[config.mk]
export PLATFORM = sky130hd
export DESIGN_NAME = hazard_stall_controller
export DESIGN_NICKNAME = d
export VERILOG_FILES = /design/src/rtl/hazard_stall_controller.sv
export SDC_FILE = /design/constraint.sdc
export NUM_CORES = 1
export LEC_CHECK = 0
export ABC_AREA = 1
export ABC_CLOCK_PERIOD_IN_PS = 2770
export CORE_ASPECT_RATIO = 1.75
export CORE_MARGIN = 5
export CORE_UTILIZATION = 40
export CTS_CLUSTER_DIAMETER = 100
export DETAILED_ROUTE_END_ITERATION = 16
export GPL_ROUTABILITY_DRIVEN = 0
export HOLD_SLACK_MARGIN = 0.05
export PLACE_DENSITY = 0.66
export SYNTH_ARGS = -nofsm -noshare
export SYNTH_HDL_FRONTEND = slang
export SYNTH_SLANG_ARGS = --single-unit
[constraint.sdc]
create_clock -name clk -period 2.77 [get_ports clk]
set_input_delay 0.554 -clock clk [delete_from_list [all_inputs] [get_ports clk]]
set_output_delay 0.554 -clock clk [all_outputs]
set_load 0.005 [all_outputs]
[src/rtl/hazard_stall_controller.sv]
// Hazard sequencer for the 5-stage RV32 pipeline: load-use bubbles, taken-branch flushes,
// memory-busy freeze, plus saturating stall/flush counters and a sticky memory-timeout flag.
//
// state      | meaning
// RUN        | normal issue; load-use hazards detected here
// LOAD_STALL | extra load-use bubbles remaining in bubbleCnt
module hazard_stall_controller #(
  parameter int LOAD_LATENCY = 1,
  parameter int MEM_TIMEOUT  = 255,
  parameter int CNT_W        = 16
) (
  input  logic             clk,
  input  logic             rst,
  input  logic             ID_EX_MemRead,
  input  logic [4:0]       ID_EX_RD,
  input  logic [4:0]       IF_ID_RS1,
  input  logic [4:0]       IF_ID_RS2,
  input  logic             Use_RS1,
  input  logic             Use_RS2,
  input  logic             Branch_Taken,
  input  logic             EX_MEM_MemAccess,
  input  logic             Mem_Ready,
  output logic             PCWrite,
  output logic             IF_ID_Write,
  output logic             IF_ID_Flush,
  output logic             ID_EX_Flush,
  output logic             Pipe_Freeze,
  output logic [CNT_W-1:0] stall_cycles,
  output logic [CNT_W-1:0] flush_count,
  output logic             mem_timeout_err
);

  typedef enum logic {RUN, LOAD_STALL} stateT;

  localparam logic [2:0] BUBBLE_INIT = 3'(LOAD_LATENCY - 1);
  localparam logic [7:0] WAIT_LIMIT  = 8'(MEM_TIMEOUT - 1);

  stateT      state, nextState;
  logic [2:0] bubbleCnt, nextBubble;
  logic [7:0] waitCnt;
  logic       memBusy, loadUse, flushEvt;

  assign memBusy = EX_MEM_MemAccess & ~Mem_Ready;
  assign loadUse = ID_EX_MemRead & (ID_EX_RD != 5'd0) &
                   ((Use_RS1 & (ID_EX_RD == IF_ID_RS1)) | (Use_RS2 & (ID_EX_RD == IF_ID_RS2)));

  always_comb begin
    nextState   = state;
    nextBubble  = bubbleCnt;
    PCWrite     = 1'b1;
    IF_ID_Write = 1'b1;
    IF_ID_Flush = 1'b0;
    ID_EX_Flush = 1'b0;
    Pipe_Freeze = 1'b0;
    flushEvt    = 1'b0;
    if (rst) begin
      PCWrite     = 1'b0;
      IF_ID_Write = 1'b0;
    end else if (memBusy) begin
      // EX is frozen, so a pending taken branch is still asserted when the freeze lifts
      PCWrite     = 1'b0;
      IF_ID_Write = 1'b0;
      Pipe_Freeze = 1'b1;
    end else if (Branch_Taken) begin
      IF_ID_Flush = 1'b1;
      ID_EX_Flush = 1'b1;
      flushEvt    = 1'b1;
      nextState   = RUN;
      nextBubble  = 3'd0;
    end else if (state == LOAD_STALL) begin
      PCWrite     = 1'b0;
      IF_ID_Write = 1'b0;
      ID_EX_Flush = 1'b1;
      nextBubble  = bubbleCnt - 3'd1;
      if (bubbleCnt <= 3'd1) nextState = RUN;
    end else if (loadUse) begin
      PCWrite     = 1'b0;
      IF_ID_Write = 1'b0;
      ID_EX_Flush = 1'b1;
      if (LOAD_LATENCY > 1) begin
        nextState  = LOAD_STALL;
        nextBubble = BUBBLE_INIT;
      end
    end
  end

  always_ff @(posedge clk or posedge rst) begin
    if (rst) begin
      state           <= RUN;
      bubbleCnt       <= 3'd0;
      waitCnt         <= 8'd0;
      stall_cycles    <= '0;
      flush_count     <= '0;
      mem_timeout_err <= 1'b0;
    end else begin
      state     <= nextState;
      bubbleCnt <= nextBubble;
      if (!memBusy)              waitCnt <= 8'd0;
      else if (waitCnt != 8'hFF) waitCnt <= waitCnt + 8'd1;
      if (memBusy && (waitCnt >= WAIT_LIMIT)) mem_timeout_err <= 1'b1;
      if (!PCWrite && (stall_cycles != '1)) stall_cycles <= stall_cycles + 1'b1;
      if (flushEvt && (flush_count != '1))  flush_count  <= flush_count + 1'b1;
    end
  end

endmodule
==> reports/results.txt, run 1 <==
status: finished, final reports clean
Port Buffers: 60
Max Root-Sink Buffers: 2
count leader, synth: nand2_1
final WL: 6590 µm
CP top delay family: buffers and inverters
CTS clk-pin slew, worst paths: 0.06 ns
Die Ht: 120 µm
grt ovf: 0
CP max-delay cell: clkdlybuf4s50_1
Worst Path Required: 2.22 ns
Synth top area share: 40.9%
sw frac: 27.0%
reg-to-reg critical path endpoint: stall_cycles[9]
share of power burned in registers: 42.2%
Pwr Density: 535 nW/µm²
IO Pins: 61
minimum clock period: 2.63 ns
Core Area: 6810 µm²
first-pass GRT wire length: 11400 µm
Max Cap Viol: 0
Setup Viol. Count Final: 0
Psw: 528 µW
Distinct cells, synth: 33
Layout area overhead: 32.8%
number of synthesized register bits: 45
routed wire length per instance: 13.1 µm
EDFF count, synth: 0
R2R setup slack: 0.97 ns
Max Clock Freq: 380 MHz
Worst-Margin Slew: 0.594 ns
hold path depth: 1
Netlist Area Pre-Place: 2750 µm²
CTS Hold Buffers Added: 0
WP buf/inv: 4
Comb power frac: 22.6%
Tcrit/Tclk final: 95.0%
worst hold endpoint: mem_timeout_err
CP Data Arrival Time: 2.08 ns
Crit. End Element: output port
synth warn: 0
Final Max Slew Viols: 0
Max FO, Critical Path: 4
Post-Layout Cell Count: 504
Mapped Nets: 382
clock latency on the worst-skew pair: 0.28 ns
routed vias/inst: 4.98
initial antenna violation count: 0
initial core utilization: 40.4%
Cell Chain, Critical Path: clkdlybuf4s50_1 -> nor2_4 -> nor2_4 -> inv_2 -> nor2_8 -> buf_4 -> clkdlybuf4s50_1
async set-reset flop share out of synthesis: 100%
die area: 8700 µm²
RSZ-0062 raised after global routing: no
CTS Sinks: 45
row count: 40
sequential share of the synthesized area: 40.9%
Cells after DPL: 496
number of remaining DRC errors: 0
CTS tree: built
Antenna Nets Post-Route: 0
hold_sp: mem_timeout_err
top area cells in the synthesized netlist: dfrtp_1 41%, nand2_1 15%, xor2_1 5.1%, inv_1 5.0%, nand4_1 4.1%
share of cells above drive strength 1: 9.29%
Largest stage delay, worst path: 0.51 ns
Pleak: 0.00180 µW
Post-synth top cells: 107 x nand2_1, 45 x dfrtp_1, 37 x inv_1
vias in the first global route: 2609
Die Width: 72.7 µm
syn avg cell area: 7.79 µm²
Reg2Reg Depth: 9
cell taking the most area after synthesis: dfrtp_1
crit start category: input port
GRT Total Usage: 16.1%
detailed-route via count: 2508
Worst R2R Start: stall_cycles[0]
HPWL after DPL: 4950 µm
skew final: 0.00525 ns
number of DRC markers in iteration 0: 146
Final #Nets: 448
Slew headroom: 60.4%
Hold Path Class: reg2reg
Num CTS Buffers: 5
clock share of power: 35.2%
Synth Instances: 353
VDD IR max: 0.441 mV
n_diodes: 0
CTS H-Tree Depth: 2
largest net degree at the start of global routing: 46
Int Pwr: 1430 µW
Hold Fails Final Rpt: 0
setup TNS: 0 ns
Top FF cell, synth: dfrtp_1
Root Driver: clkbuf_16
crit path from: Mem_Ready
total iterations of the first detailed-routing run: 6
critical path class: in2out
==> power by group through the flow <==
| stage | registers [µW] | clock network (µW) | logic (µW) |
|---|---|---|---|
| final | 825 | 687 | 441 |
| after detailed placement | 839 | 0 | 443 |
| after global placement | 835 | 0 | 438 |
| after CTS | 827 | 709 | 448 |
| after global routing | 845 | 729 | 498 |
| after floorplan | 826 | 0 | 216 |
==> worst reg2reg max path, stage by stage, from the launching register on <==
cell     delay (ns)
dfrtp_1        0.41
ha_1           0.27
nand3_2        0.16
nor2_4         0.16
nand2_2        0.08
nor2_4         0.13
nand2_4        0.15
nand3_4        0.24
nand2_1        0.08
nand2_1        0.06
==> logic make-up after synthesis <==
family                   after synthesis  synth area share, %
flip-flops                            45                 40.9
adder cells (fa/ha/maj)                6                 2.73
AND/OR/NAND/NOR                      205                 35.9
XOR/XNOR                              27                 8.59
AO/OA/AOI/OAI                         21                 4.41
buffers and inverters                 49                 7.46
==> state kept, by name, summed over array words and instances (netlist names) <==
signal / cells
state: 1
waitCnt: 8
stall_cycles: 16
mem_timeout_err: 1
flush_count: 16
bubbleCnt: 3
==> worst max-delay path by stage <==
| stage | end | cells after the start |
|---|---|---|
| after floorplan | PCWrite | 10 |
| after global placement | ID_EX_Flush | 10 |
| after detailed placement | ID_EX_Flush | 10 |
| after CTS | IF_ID_Write | 9 |
| after global routing | IF_ID_Flush | 7 |
| final | IF_ID_Flush | 7 |
==> cell type report <==
cell class                 count  area (µm²)
timing repair buffer          65         654
clock inverter                 1        30.0
sequential                    45        1130
tap                           84         105
inverter                      43         161
clock buffer                   7         143
multi-input combinational    259        1430
fill                         681        3150
==> repair_timing <==
item                                   4_1_cts  5_1_grt
resized for setup                            3       10
pin swaps                                    1        0
endpoints found under the hold margin        0        0
setup endpoints to repair                    3        2
setup buffers                                0        0
gates cloned                                 0        0
==> metal layers <==
metal	wire, µm	track usage (%)
met1	2520	17.4
met2	3710	30.4
met3	210	2.43
met4	151	5.66
met5	0	0
==> through the flow <==
step | hold slack (ns) | util (%) | worst slack [ns] | instance area, µm² | total power [µW]
after detailed placement | 0.470 | 50.7 | -0.0935 | 3450 | 1280
final | 0.487 | 53.7 | 0.138 | 3650 | 1950
after global routing | 0.537 | 53.7 | 0.0625 | 3650 | 2070
after CTS | 0.497 | 53.3 | 0.0187 | 3620 | 1980
after floorplan | 0.455 | - | 0.635 | 2750 | 1040
after global placement | 0.464 | 50.7 | -0.0768 | 3450 | 1270
==> placed cells by master (no fill, tap or decap), types with 2 or more instances in the layout <==
master / n
a31oi_1: 2
nor2_4: 5
nor3_1: 11
dlymetal6s2s_1: 7
dfrtp_1: 45
xnor2_1: 11
nand4_1: 18
buf_4: 5
nand2_2: 2
o21ai_1: 3
nand2_1: 105
a21oi_1: 4
nand2_4: 3
inv_1: 36
inv_2: 7
clkbuf_16: 5
o21ai_0: 6
xor2_1: 16
ha_1: 6
clkdlybuf4s50_1: 52
nor2_1: 30
a211oi_1: 2
nand3_4: 2
nand3_2: 2
nor2_2: 2
nand3_1: 20
Power figures use the tool's default switching activity.
==> inputs of run 2 (changes only) <==
--- a/config.mk
+++ b/config.mk
@@ -7,7 +7,7 @@
 export LEC_CHECK = 0
 export ABC_AREA = 1
 export ABC_CLOCK_PERIOD_IN_PS = 2770
-export CORE_ASPECT_RATIO = 1.75
+export CORE_ASPECT_RATIO = 1.4
 export CORE_MARGIN = 5
 export CORE_UTILIZATION = 40
 export CTS_CLUSTER_DIAMETER = 100
==> reports/results.txt, run 2 (synthesized netlist as in run 1, its figures left out) <==
status: finished, final reports clean (unchanged)
Max Root-Sink Buffers: 2 (unchanged)
grt ovf: 0 (unchanged)
top flop regs: flush_count: 16 flops, stall_cycles: 16 flops, waitCnt: 8 flops (unchanged)
Worst Path Required: 2.22 ns (about the same)
IO Pins: 61 (unchanged)
first-pass GRT wire length: 10800 µm (was 11400 µm)
n_diodes: 0 (unchanged)
reg-to-reg critical path endpoint: stall_cycles[7] (was stall_cycles[9])
Antenna Nets Post-Route: 0 (unchanged)
Design Power: 1670 µW (was 1950 µW)
crit start category: input port (unchanged)
final WL: 6320 µm (was 6590 µm)
Num CTS Buffers: 5 (unchanged)
CTS Hold Buffers Added: 0 (unchanged)
total iterations of the first detailed-routing run: 4 (was 6)
Post-CTS Setup Bufs: 0 (unchanged)
design area: 3570 µm² (was 3650 µm²)
Core Area: 6660 µm² (was 6810 µm²)
vias in the first global route: 2411 (was 2609)
Pleak: 0.00171 µW (was 0.00180 µW)
RSZ-0062 raised after global routing: no (unchanged)
CP max-delay cell: clkdlybuf4s50_1 (unchanged)
Worst R2R Start: stall_cycles[0] (unchanged)
CP top delay family: buffers and inverters (unchanged)
number of DRC markers in iteration 0: 117 (was 146)
routed vias/inst: 4.84 (was 4.98)
CP Data Arrival Time: 2.04 ns (was 2.08 ns)
Die Ht: 108 µm (was 120 µm)
commonest non-fill, non-tap cells in the layout: 105 x nand2_1, 57 x clkdlybuf4s50_1, 45 x dfrtp_1, 36 x inv_1, 30 x nor2_1 (was 105 x nand2_1, 52 x clkdlybuf4s50_1, 45 x dfrtp_1, 36 x inv_1, 30 x nor2_1)
Tcrit/Tclk final: 93.6% (was 95.0%)
largest net degree at the start of global routing: 42 (was 46)
share of cells above drive strength 1: 8.79% (was 9.29%)
Final Max Slew Viols: 0 (unchanged)
DP Area: 3480 µm² (was 3450 µm²)
hold path depth: 1 (unchanged)
initial antenna violation count: 0 (unchanged)
die area: 8660 µm² (was 8700 µm²)
Pwr Density: 466 nW/µm² (was 535 nW/µm²)
CTS tree: built (unchanged)
routed wire length per instance: 12.3 µm (was 13.1 µm)
initial core utilization: 41.3% (was 40.4%)
crit path from: EX_MEM_MemAccess (was Mem_Ready)
Layout area overhead: 29.9% (was 32.8%)
CTS Sinks: 45 (unchanged)
worst hold endpoint: waitCnt[5] (was mem_timeout_err)
Crit. End Element: output port (unchanged)
critical path class: in2out (unchanged)
minimum clock period: 2.59 ns (was 2.63 ns)
Hold Fails Final Rpt: 0 (unchanged)
skew final: 0.00644 ns (was 0.00525 ns)
Port Buffers: 60 (unchanged)
Worst-Margin Slew: 0.421 ns (was 0.594 ns)
Max Clock Freq: 386 MHz (was 380 MHz)
fin util: 53.7% (about the same)
CTS H-Tree Depth: 2 (unchanged)
setup TNS: 0 ns (unchanged)
Largest stage delay, worst path: 0.51 ns (about the same)
Final #Nets: 449 (was 448)
CTS clk-pin slew, worst paths: 0.08 ns (was 0.06 ns)
Max Cap Viol: 0 (unchanged)
Die Width: 80.1 µm (was 72.7 µm)
row count: 35 (was 40)
WP buf/inv: 5 (was 4)
commonest non-fill, non-tap cell in the layout: nand2_1 (unchanged)
HPWL after DPL: 4780 µm (was 4950 µm)
detailed-route via count: 2484 (was 2508)
Slew headroom: 71.7% (was 60.4%)
clock latency on the worst-skew pair: 0.29 ns (was 0.28 ns)
hold_sp: waitCnt[5] (was mem_timeout_err)
Max FO, Critical Path: 8 (was 4)
Setup Viol. Count Final: 0 (unchanged)
Hold Path Class: reg2reg (unchanged)
Reg2Reg Depth: 9 (unchanged)
GRT Total Usage: 15.5% (was 16.1%)
Root Driver: clkbuf_8 (was clkbuf_16)
R2R setup slack: 0.99 ns (was 0.97 ns)
VDD IR max: 0.322 mV (was 0.441 mV)
number of remaining DRC errors: 0 (unchanged)
Cell Chain, Critical Path: clkdlybuf4s50_1 -> inv_1 -> nor2_4 -> buf_4 -> inv_1 -> nor2_1 -> clkdlybuf4s50_1 (was clkdlybuf4s50_1 -> nor2_4 -> nor2_4 -> inv_2 -> nor2_8 -> buf_4 -> clkdlybuf4s50_1)
-- run 2: cell types whose count changed in the layout (fill, tap and decap cells not counted), sizes merged --
cell / before / now
buf: 5 / 6
clkinvlp: 0 / 1
clkdlybuf4s50: 52 / 57
bufinv: 1 / 0
dlymetal6s2s: 7 / 2
clkinv: 0 / 1
inv: 43 / 42
-- run 2: final cells by class --
class | count | area [µm²]
Multi-Input combinational cell | 259 | 1430
Tap cell | 92 | 115
Clock inverter | 1 | 7.51
Inverter | 43 | 161
Sequential cell | 45 | 1130
Clock buffer | 7 | 76.3
Timing Repair Buffer | 66 | 662
Fill cell | 670 | 3080
-- run 2: how the worst max path moves through the flow --
stage                   to  slack [ns]  cells after the start
3_5_place_dp   ID_EX_Flush        -0.1                     10
5_1_grt        ID_EX_Flush        0.03                     10
3_3_place_gp   ID_EX_Flush       -0.10                     10
2_1_floorplan      PCWrite        0.63                     10
6_report       Pipe_Freeze        0.18                      7
4_1_cts        IF_ID_Write        0.02                      9
-- run 2: layer usage --
layer	global-route usage, %	vias to the layer above	share of wire (%)
met5	0	-	0
met4	4.71	0	1.6
met3	2.92	12	3.8
met2	28.3	54	53
met1	17.9	1156	42
li1	-	1262	-
-- run 2: timing repair --
item / CTS / global route
resized for setup: 2 / 3
pin swaps: 1 / 0
setup endpoints to repair: 3 / 3
-- run 2: per-stage QoR --
step	worst slack (ns)	instances	hold slack, ns
after floorplan	0.635	353	0.455
after global placement	-0.101	505	0.470
after detailed placement	-0.0974	505	0.478
after CTS	0.0240	513	0.495
after global routing	0.0323	513	0.534
final	0.178	513	0.491
-- run 2: power by group --
part / internal (µW) / switching (µW) / total, µW
logic: 249 / 193 / 442
registers: 728 / 95.2 / 823
clock network: 179 / 221 / 400
-- run 2: worst reg2reg max path: stages (launching register included) --
cell     delay (ns)
dfrtp_1        0.41
ha_1           0.26
nand3_2        0.15
nor2_4         0.15
nand2_2        0.07
nor2_4         0.13
nand2_4        0.15
nand3_4        0.24
nand2_1        0.09
nand2_1        0.06
==> inputs of run 3 (changes only) <==
--- a/config.mk
+++ b/config.mk
@@ -6,7 +6,7 @@
 export NUM_CORES = 1
 export LEC_CHECK = 0
 export ABC_AREA = 1
-export ABC_CLOCK_PERIOD_IN_PS = 2770
+export ABC_CLOCK_PERIOD_IN_PS = 2200
 export CORE_ASPECT_RATIO = 1.4
 export CORE_MARGIN = 5
 export CORE_UTILIZATION = 40
@@ -14,7 +14,8 @@
 export DETAILED_ROUTE_END_ITERATION = 16
 export GPL_ROUTABILITY_DRIVEN = 0
 export HOLD_SLACK_MARGIN = 0.05
-export PLACE_DENSITY = 0.66
+export MAX_ROUTING_LAYER = met4
+export PLACE_DENSITY = 0.68
 export SYNTH_ARGS = -nofsm -noshare
 export SYNTH_HDL_FRONTEND = slang
 export SYNTH_SLANG_ARGS = --single-unit
==> constraint.sdc (replaced) <==
create_clock -name clk -period 2.2 [get_ports clk]
set_input_delay 0.44 -clock clk [delete_from_list [all_inputs] [get_ports clk]]
set_output_delay 0.44 -clock clk [all_outputs]
set_load 0.005 [all_outputs]
==> reports/results.txt, run 3 (synthesized netlist as in run 1, its figures left out) <==
status: finished, final reports clean (unchanged)
Max FO, Critical Path: 5 (was 8)
Max Cap Viol: 0 (unchanged)
CTS Sinks: 45 (unchanged)
routed wire length per instance: 12.2 µm (was 12.3 µm)
Tcrit/Tclk final: 93.5%
Worst Path Required: 1.76 ns (was 2.22 ns)
detailed-route via count: 2526 (was 2484)
RSZ-0062 raised after global routing: no (unchanged)
CTS Hold Buffers Added: 0 (unchanged)
final WL: 6370 µm (was 6320 µm)
Hold Path Class: reg2reg (unchanged)
Final Max Slew Viols: 0 (unchanged)
Worst-Margin Slew: 0.432 ns (was 0.421 ns)
Core Area: 6660 µm² (unchanged)
Worst R2R Start: stall_cycles[0] (unchanged)
commonest non-fill, non-tap cells in the layout: 105 x nand2_1, 45 x dfrtp_1, 42 x clkdlybuf4s50_1, 35 x inv_1, 30 x nor2_1 (was 105 x nand2_1, 57 x clkdlybuf4s50_1, 45 x dfrtp_1, 36 x inv_1, 30 x nor2_1)
largest net degree at the start of global routing: 31 (was 42)
Hold Fails Final Rpt: 0 (unchanged)
grt ovf: 0 (unchanged)
CTS H-Tree Depth: 2 (unchanged)
Max Clock Freq: 486 MHz
Slew headroom: 71.0% (was 71.7%)
Max Root-Sink Buffers: 2 (unchanged)
HPWL after DPL: 4940 µm (was 4780 µm)
Antenna Nets Post-Route: 0 (unchanged)
first-pass GRT wire length: 11400 µm (was 10800 µm)
die area: 8660 µm² (unchanged)
design area: 3650 µm² (was 3570 µm²)
GRT Total Usage: 16.7% (was 15.5%)
number of DRC markers in iteration 0: 122 (was 117)
DP Area: 3550 µm² (was 3480 µm²)
VDD IR max: 0.533 mV (was 0.322 mV)
initial core utilization: 41.3% (unchanged)
n_diodes: 0 (unchanged)
Port Buffers: 60 (unchanged)
share of cells above drive strength 1: 12.5% (was 8.79%)
Die Ht: 108 µm (unchanged)
Num CTS Buffers: 5 (unchanged)
slack of the critical path: 0.144 ns (was 0.178 ns)
crit start category: input port (unchanged)
number of remaining DRC errors: 0 (unchanged)
Pwr Density: 585 nW/µm² (was 466 nW/µm²)
Pleak: 0.00178 µW (was 0.00171 µW)
CTS clk-pin slew, worst paths: 0.09 ns (was 0.08 ns)
Crit. End Element: output port (unchanged)
CTS tree: built (unchanged)
total iterations of the first detailed-routing run: 4 (unchanged)
Layout area overhead: 32.7% (was 29.9%)
setup TNS: 0 ns (unchanged)
IO Pins: 61 (unchanged)
Root Driver: clkbuf_8 (unchanged)
Setup Viol. Count Final: 0 (unchanged)
row count: 35 (unchanged)
Design Power: 2140 µW (was 1670 µW)
initial antenna violation count: 0 (unchanged)
Final #Nets: 459 (was 449)
critical path class: in2out (unchanged)
clock latency on the worst-skew pair: 0.30 ns (was 0.29 ns)
CP Data Arrival Time: 1.62 ns (was 2.04 ns)
vias in the first global route: 2573 (was 2411)
pre-CTS WS: -0.423 ns (was -0.0974 ns)
top flop regs: flush_count: 16 flops, stall_cycles: 16 flops, waitCnt: 8 flops (unchanged)
hold_sp: mem_timeout_err (was waitCnt[5])
minimum clock period: 2.06 ns
Die Width: 80.1 µm (unchanged)
routed vias/inst: 4.83 (was 4.84)
crit path from: Mem_Ready (was EX_MEM_MemAccess)
skew final: 0.00771 ns (was 0.00644 ns)
commonest non-fill, non-tap cell in the layout: nand2_1 (unchanged)
==> run 3: final cells by class <==
cell class,count,area (µm²)
fillers,655,3010
multi-input cells,259,1450
flip-flops and latches,45,1130
repair buffers,76,707
inverters,43,164
well taps,92,115
clock buffers,5,68.8
clock inverters,3,25.0
==> run 3: worst paths after layout <==
check	to	cells after the start	slack (ns)
worst max-delay path	PCWrite	8	0.14
worst min-delay path	mem_timeout_err	1	0.50
worst max register to register	stall_cycles[13]	9	0.43
worst min register to register	mem_timeout_err	1	0.50
max in group asynchronous	stall_cycles[13]	4	1.17
min in group asynchronous	bubbleCnt[0]	4	0.67
==> run 3: repair_timing <==
| action | 4_1_cts | 5_1_grt |
|---|---|---|
| setup buffers | 2 | 0 |
| endpoints found under the setup margin | 5 | 4 |
| resized for setup | 28 | 5 |
| pin swaps | 7 | 5 |
==> run 3: power by group <==
part / switching (µW) / total, µW / internal, µW / leakage, µW
logic: 244 / 558 / 314 / 0.00113
registers: 125 / 1040 / 916 / 0.000606
clock network: 308 / 537 / 230 / 0.0000447
total: 677 / 2140 / 1460 / 0.00178
==> run 3: critical path, cell delays in order <==
cell,delay [ns]
clkdlybuf4s50_1,0.50
nor2_4,0.06
nor2_4,0.14
inv_4,0.07
nor2_8,0.14
inv_2,0.07
nand2_4,0.08
clkbuf_2,0.11
==> run 3: routing by layer <==
layer / track usage, % / vias up / share of wire, %
li1: - / 1282 / -
met4: 4.47 / 0 / 1.0
met1: 18.7 / 1194 / 40
met3: 3.17 / 6 / 3.2
met5: - / - / 0
met2: 30.2 / 44 / 56
==> run 3: stage by stage <==
step / hold slack, ns / util, % / std cells
floorplan: 0.455 / - / 353
global placement: 0.472 / 53.3 / 514
detailed placement: 0.476 / 53.3 / 514
CTS: 0.503 / 54.9 / 524
global route: 0.523 / 54.8 / 523
finish: 0.501 / 54.8 / 523
